[src/rtl/ddr_rx_deser.sv]
// DDR input deserialiser: rebuilds the serial stream from IDDR q0/q1 pairs,
// hunts for the sync word at either bit phase and emits framed data words.
module ddr_rx_deser #(
   parameter int                WORD_W    = 8,
   parameter logic [WORD_W-1:0] SYNC      = 8'hA5,
   parameter int                FRAME_LEN = 4,
   parameter int                MAX_MISS  = 2
) (
   input  logic              clk,
   input  logic              rst,
   input  logic              q0_i,
   input  logic              q1_i,
   input  logic              relock_i,
   output logic [WORD_W-1:0] data_o,
   output logic              data_valid_o,
   output logic              sof_o,
   output logic              locked_o,
   output logic              phase_o,
   output logic              sync_err_o
);

   localparam int HALF   = WORD_W / 2;
   localparam int CNT_W  = $clog2(HALF);
   localparam int IDX_W  = $clog2(FRAME_LEN + 2);
   localparam int MISS_W = $clog2(MAX_MISS + 1);

   localparam logic [CNT_W-1:0]  CNT_RELOAD = CNT_W'(HALF - 1);
   localparam logic [IDX_W-1:0]  LAST_DATA  = IDX_W'(FRAME_LEN);
   localparam logic [MISS_W-1:0] MISS_LAST  = MISS_W'(MAX_MISS - 1);

   typedef enum logic {
      HUNT,
      LOCKED
   } state_t;

   state_t              state_q, state_d;
   logic [WORD_W:0]     sr_q, sr_d;
   logic [CNT_W-1:0]    cnt_q, cnt_d;
   logic [IDX_W-1:0]    idx_q, idx_d;
   logic [MISS_W-1:0]   miss_q, miss_d;
   logic                phase_q, phase_d;
   logic [WORD_W-1:0]   data_q, data_d;
   logic                valid_q, valid_d;
   logic                sof_q, sof_d;
   logic                err_q, err_d;
   logic                locked_q, locked_d;

   logic [WORD_W-1:0]   win0, win1, word;
   logic                hit0, hit1, boundary;

   // The later bit of each pair lands in the LSB, so win1 is one bit older.
   assign win0     = sr_q[WORD_W-1:0];
   assign win1     = sr_q[WORD_W:1];
   assign word     = phase_q ? win1 : win0;
   assign hit0     = (win0 == SYNC);
   assign hit1     = (win1 == SYNC);
   assign boundary = (cnt_q == '0);

   always_comb begin
      sr_d    = {sr_q[WORD_W-2:0], q0_i, q1_i};
      state_d = state_q;
      cnt_d   = cnt_q;
      idx_d   = idx_q;
      miss_d  = miss_q;
      phase_d = phase_q;
      data_d  = data_q;
      valid_d = 1'b0;
      sof_d   = 1'b0;
      err_d   = 1'b0;

      if (relock_i) begin
         state_d = HUNT;
         miss_d  = '0;
      end else begin
         case (state_q)
            HUNT: begin
               // Phase 0 takes priority when both windows hold the sync word.
               if (hit0 || hit1) begin
                  state_d = LOCKED;
                  phase_d = !hit0;
                  idx_d   = '0;
                  miss_d  = '0;
                  cnt_d   = CNT_RELOAD;
               end
            end
            LOCKED: begin
               if (boundary) begin
                  cnt_d = CNT_RELOAD;
                  if (idx_q != LAST_DATA) begin
                     idx_d   = idx_q + 1'b1;
                     data_d  = word;
                     valid_d = 1'b1;
                     sof_d   = (idx_q == '0);
                  end else begin
                     // idx_q == FRAME_LEN: this word is the sync between frames.
                     idx_d = '0;
                     if (word == SYNC) begin
                        miss_d = '0;
                     end else begin
                        err_d = 1'b1;
                        if (miss_q == MISS_LAST) begin
                           state_d = HUNT;
                           miss_d  = '0;
                        end else begin
                           miss_d = miss_q + 1'b1;
                        end
                     end
                  end
               end else begin
                  cnt_d = cnt_q - 1'b1;
               end
            end
            default: state_d = HUNT;
         endcase
      end

      locked_d = (state_d == LOCKED);
   end

   always_ff @(posedge clk) begin
      if (rst) begin
         state_q  <= HUNT;
         sr_q     <= '0;
         cnt_q    <= '0;
         idx_q    <= '0;
         miss_q   <= '0;
         phase_q  <= 1'b0;
         data_q   <= '0;
         valid_q  <= 1'b0;
         sof_q    <= 1'b0;
         err_q    <= 1'b0;
         locked_q <= 1'b0;
      end else begin
         state_q  <= state_d;
         sr_q     <= sr_d;
         cnt_q    <= cnt_d;
         idx_q    <= idx_d;
         miss_q   <= miss_d;
         phase_q  <= phase_d;
         data_q   <= data_d;
         valid_q  <= valid_d;
         sof_q    <= sof_d;
         err_q    <= err_d;
         locked_q <= locked_d;
      end
   end

   assign data_o       = data_q;
   assign data_valid_o = valid_q;
   assign sof_o        = sof_q;
   assign locked_o     = locked_q;
   assign phase_o      = phase_q;
   assign sync_err_o   = err_q;

endmodule

[config.mk]
export PLATFORM = sky130hd
export DESIGN_NAME = ddr_rx_deser
export DESIGN_NICKNAME = d
export VERILOG_FILES = /design/src/rtl/ddr_rx_deser.sv
export SDC_FILE = /design/constraint.sdc
export NUM_CORES = 1
export LEC_CHECK = 0
export ABC_CLOCK_PERIOD_IN_PS = 1400
export BUFFER_PORTS_ARGS = -buffer_cell sky130_fd_sc_hd__clkbuf_2
export CORE_UTILIZATION = 40
export DETAILED_ROUTE_END_ITERATION = 16
export SETUP_SLACK_MARGIN = 0.3
export SLEW_MARGIN = 0
export SYNTH_ARGS = -nofsm -noshare
export SYNTH_HDL_FRONTEND = slang
export SYNTH_SLANG_ARGS = --single-unit
[constraint.sdc]
create_clock -name clk -period 1.4 [get_ports clk]
set_input_delay 0 -clock clk [delete_from_list [all_inputs] [get_ports clk]]
set_output_delay 0 -clock clk [all_outputs]
set_load 0.05 [all_outputs]
==> results.txt <==
Portion of the clock cycle consumed by the worst path in the final layout: 104%. The final reports fail on setup timing. In the routed design, unresolved DRC markers number 0. The total area inside the core boundary comes to 3050 µm². Adding up every negative setup slack in the final design gives -0.162 ns.

The number of hold-slack violations in the final timing report was 0; the worst-case setup margin in the final layout was -0.0517 ns. The internal portion of total power is 1220 µW. For the number of pins with negative max-slew slack in the final report, the log shows 0. The vertical extent of the die came out at 58.7 µm. The worst register-to-register path begins at sr_q[3]. Worst hold-check path type: primary input to flop. The worst register-to-register path has a depth of 4. The run finished, with violations left. For this block, the initial DRC count from the detailed router was 39. Entering global routing, the biggest net connects 19 pins. Setup repair after global routing could not meet its margin everywhere. The worst register-to-register path ends at idx_q[2]. The clock tree synthesis step divided the H-tree into 2 levels. Buffers inserted during clock tree synthesis total 5. STA classifies the critical path endpoint as a flop. The number of global-route vias before repair was 1,112; the clock-pin slew reported for the worst setup and hold paths after clock tree synthesis was 0.09 ns.

Based on the critical path, the design can be clocked at up to 689 MHz. Sequential cells were found to cover 45.1% of the synthesized design area. The tools report the normalized max-slew margin as 77.4%. The tools report the via count as 1,149. The cell chosen for the clock root is sky130_fd_sc_hd__clkbuf_4.

The die covers 3450 µm². The cell count after synthesis is 132. The instance count along the most critical hold path works out to 3. A synthesized cell averages 9.74 µm².

For the net switching power of the design, the log shows 360 µW. Compared with the post-synthesis result, the final layout area differs by 57.2%. Counting distinct cell types in the post-synthesis netlist gives 39. The placed instances occupy a cell area of 1500 µm². Once detailed placement completed, the half-perimeter wirelength came to 1890 µm. The slowest cell on the critical path was sky130_fd_sc_hd__dfxtp_4. The mapped netlist covers 1290 µm². The tools report the data arrival time of the critical path as 1.69 ns. The latest clock arrival within the worst-skew pair was 0.34 ns; the transition at the pin with the smallest max-transition slack was 0.339 ns. The share of total power dissipated in sequential elements is 53.1%. For the number of maximum-capacitance violations, the log shows 0. TritonCTS built the clock tree. The start point of the worst min-delay path is rst. For this run, the detailed router's first-pass iteration total came to 4. For this configuration, the core starts out at a cell density of 42.1%.

The tools report the element type at the critical path start as a flop. The first global-routing pass estimated 5360 µm of wire. The routability congestion estimate was 0.803; the horizontal die dimension was 58.7 µm. The ratio of total power to cell area came out at 781 nW/µm². The worst endpoint required time was 1.64 ns.

For this run, the slowest stage of the critical path takes 0.37 ns. The number of I/O port buffers works out to 17. Total overflow reported by the global router: 0. The worst hold path terminates at cnt_q[1]. The fraction of layout instances using a drive strength above 1 is 56.5%.

The critical path goes through nor4_4 -> a22o_1 -> nand2_2 -> a31o_4. The most used flip-flop cell after synthesis is sky130_fd_sc_hd__dfxtp_1. For the reg-to-reg setup timing slack, the log shows -0.05 ns. For this design the static power due to leakage is 0.000766 µW. The worst-case vdd ir drop is 0.424 mV, and the via-per-instance ratio is 5.20.

During I/O placement, the number of pins put on the boundary was 18. The critical setup path kind was flop to flop. On the final layout, the worst clock skew is 0.00939 ns. At the end of the flow, the number of nets in the layout was 184. For this run, the number of Yosys warnings is 0. The logs give 20 for the row count and 867 µm² for the area of combinational cells with multiple inputs. In this run the worst path has a maximum fanout of 4. The routed wire length per instance is 15.5 µm, and the remaining antenna violation count after routing is 0. For the number of clock sinks, the log shows 29.

After filler insertion, the fill cell instance count of the layout stands at 247. Combinational logic is responsible for 5.6% of the overall power. Counting flops with a built-in enable in the synthesized netlist gives 0. In the final layout, flip-flops and latches occupy 604 µm².

Synthesis produced a netlist with a net count of 140. For this run, the total global-route usage over all layers was measured as 21.4%. At the placement stage, the worst setup path has a slack of -0.0525 ns.

In this run the deepest clock path goes through 2 buffers. The total wire length is 3420 µm, and the overall power is 1580 µW. The clock network accounts for 41.3% of the total power. Counting flops and latches in the post-synthesis netlist gives 29.

The minimum clock period is 1.45 ns, and the fraction of registers with async set/reset is 0%. The initial antenna violation count was 0; the switching part of the total power was 22.8%. Setup violations remaining at the end of the flow were counted as 6.

The run gives 2020 µm² as the final design instance area without fill. The run gives 0 as the diode insertion count for antenna repair.
## placed cells by master, fill, tap and decap left out, types with 2 or more instances in the layout
| cell | count |
|---|---|
| sky130_fd_sc_hd__buf_12 | 2 |
| sky130_fd_sc_hd__nor2_4 | 5 |
| sky130_fd_sc_hd__dfxtp_2 | 4 |
| sky130_fd_sc_hd__nor2b_1 | 9 |
| sky130_fd_sc_hd__a21oi_1 | 3 |
| sky130_fd_sc_hd__dfxtp_4 | 5 |
| sky130_fd_sc_hd__a211oi_2 | 8 |
| sky130_fd_sc_hd__buf_16 | 2 |
| sky130_fd_sc_hd__mux2i_1 | 7 |
| sky130_fd_sc_hd__a21oi_2 | 4 |
| sky130_fd_sc_hd__inv_1 | 5 |
| sky130_fd_sc_hd__ha_4 | 2 |
| sky130_fd_sc_hd__o21a_1 | 2 |
| sky130_fd_sc_hd__clkbuf_2 | 16 |
| sky130_fd_sc_hd__nor4_4 | 2 |
| sky130_fd_sc_hd__nor2_1 | 5 |
| sky130_fd_sc_hd__nor2_2 | 3 |
| sky130_fd_sc_hd__dlygate4sd3_1 | 3 |
| sky130_fd_sc_hd__clkbuf_16 | 2 |
| sky130_fd_sc_hd__dfxtp_1 | 20 |
| sky130_fd_sc_hd__nand2_1 | 3 |
| sky130_fd_sc_hd__clkbuf_4 | 5 |
| sky130_fd_sc_hd__nand3_1 | 3 |
| sky130_fd_sc_hd__nor3_2 | 3 |
| sky130_fd_sc_hd__buf_4 | 17 |
| sky130_fd_sc_hd__inv_2 | 2 |
| sky130_fd_sc_hd__buf_6 | 2 |
## timing repair
action / 4_1_cts / 5_1_grt
hold buffers: 3 / 0
endpoints found under the hold margin: 6 / 0
gates cloned: 2 / 1
gates resized for setup: 39 / 14
buffers inserted: 9 / 5
setup endpoints to repair: 21 / 21
pin swaps: 16 / 14
## Yosys cell counts (all sizes together) (2+ instances only)
library cell | number | area share [%]
buf | 2 | 1.2
nor2b | 10 | 4.9
nor3 | 3 | 1.2
a31o | 2 | 1.4
nor4 | 3 | 3.8
ha | 3 | 2.9
o21ai | 2 | 0.78
nor2 | 13 | 3.8
dfxtp | 29 | 45
a21oi | 8 | 4.0
and4 | 2 | 1.4
a211oi | 9 | 5.3
clkbuf | 4 | 1.3
mux2i | 7 | 5.4
o21a | 2 | 1.2
nand2 | 4 | 1.2
inv | 8 | 2.3
nand3 | 3 | 1.2
## worst max-delay path, delay by kind of cell, from the launching register on
family | cells | cell delay [ns]
flip-flops | 1 | 0.37
AND/OR/NAND/NOR | 2 | 0.47
AO/OA/AOI/OAI | 2 | 0.52
## worst max path at each step
| stage | from | end | slack (ns) | depth (start not counted) |
|---|---|---|---|---|
| finish | sr_q[3] | idx_q[2] | -0.05 | 4 |
| detailed placement | cnt_q[0] | data_o[3] | -0.05 | 7 |
| CTS | sr_q[6] | idx_q[2] | -0.01 | 4 |
| global placement | sr_q[5] | idx_q[0] | -0.02 | 4 |
| global route | sr_q[3] | idx_q[2] | -0.14 | 4 |
| floorplan | locked_o | data_o[6] | 0.03 | 6 |
## sequential cells by signal (all words and copies together) (netlist names)
register and flops:
cnt_q 2, data_o 8, data_valid_o 1, idx_q 3
locked_o 1, miss_q 2, phase_o 1, sof_o 1
sr_q 9, sync_err_o 1
## power groups by stage
| stage | Clock, µW | Sequential (µW) | Combinational (µW) |
|---|---|---|---|
| 2_1_floorplan | 0 | 859 | 44.6 |
| 3_3_place_gp | 0 | 861 | 64.0 |
| 3_5_place_dp | 0 | 862 | 64.7 |
| 4_1_cts | 664 | 838 | 84.0 |
| 5_1_grt | 706 | 840 | 96.1 |
| 6_report | 652 | 839 | 87.9 |
## cells by family after synthesis
family,share of synthesized area [%]
and+or+nand+nor,22.0
AOI/OAI and AO/OA,18.9
muxes,6.32
adders and majority gates,2.92
buffers and inverters,4.77
DFF,45.1
## layout make-up
class                   instances  area share (%)
inverters                       8            1.73
multi-input cells              89            42.9
well taps                      44            2.72
clock buffers                   8            3.96
flip-flops and latches         29            29.9
repair buffers                 43            18.8
## through the flow
stage | std cells | hold WS (ns) | utilization [%]
2_1_floorplan | 132 | 0.127 | -
4_1_cts | 215 | 0.0250 | 61.9
3_5_place_dp | 193 | 0.215 | 49.3
6_report | 221 | 0.0281 | 66.2
3_3_place_gp | 193 | 0.208 | 49.3
5_1_grt | 221 | 0.0268 | 66.2
## metal layers
layer	part of all wire, %	global-route usage (%)	vias to the layer above
li1	-	-	569
met1	45	26.8	553
met2	50	36.0	20
met3	3.2	5.93	7
met4	1.8	6.12	0
met5	0	0	-
Power figures use the tool's default switching activity.
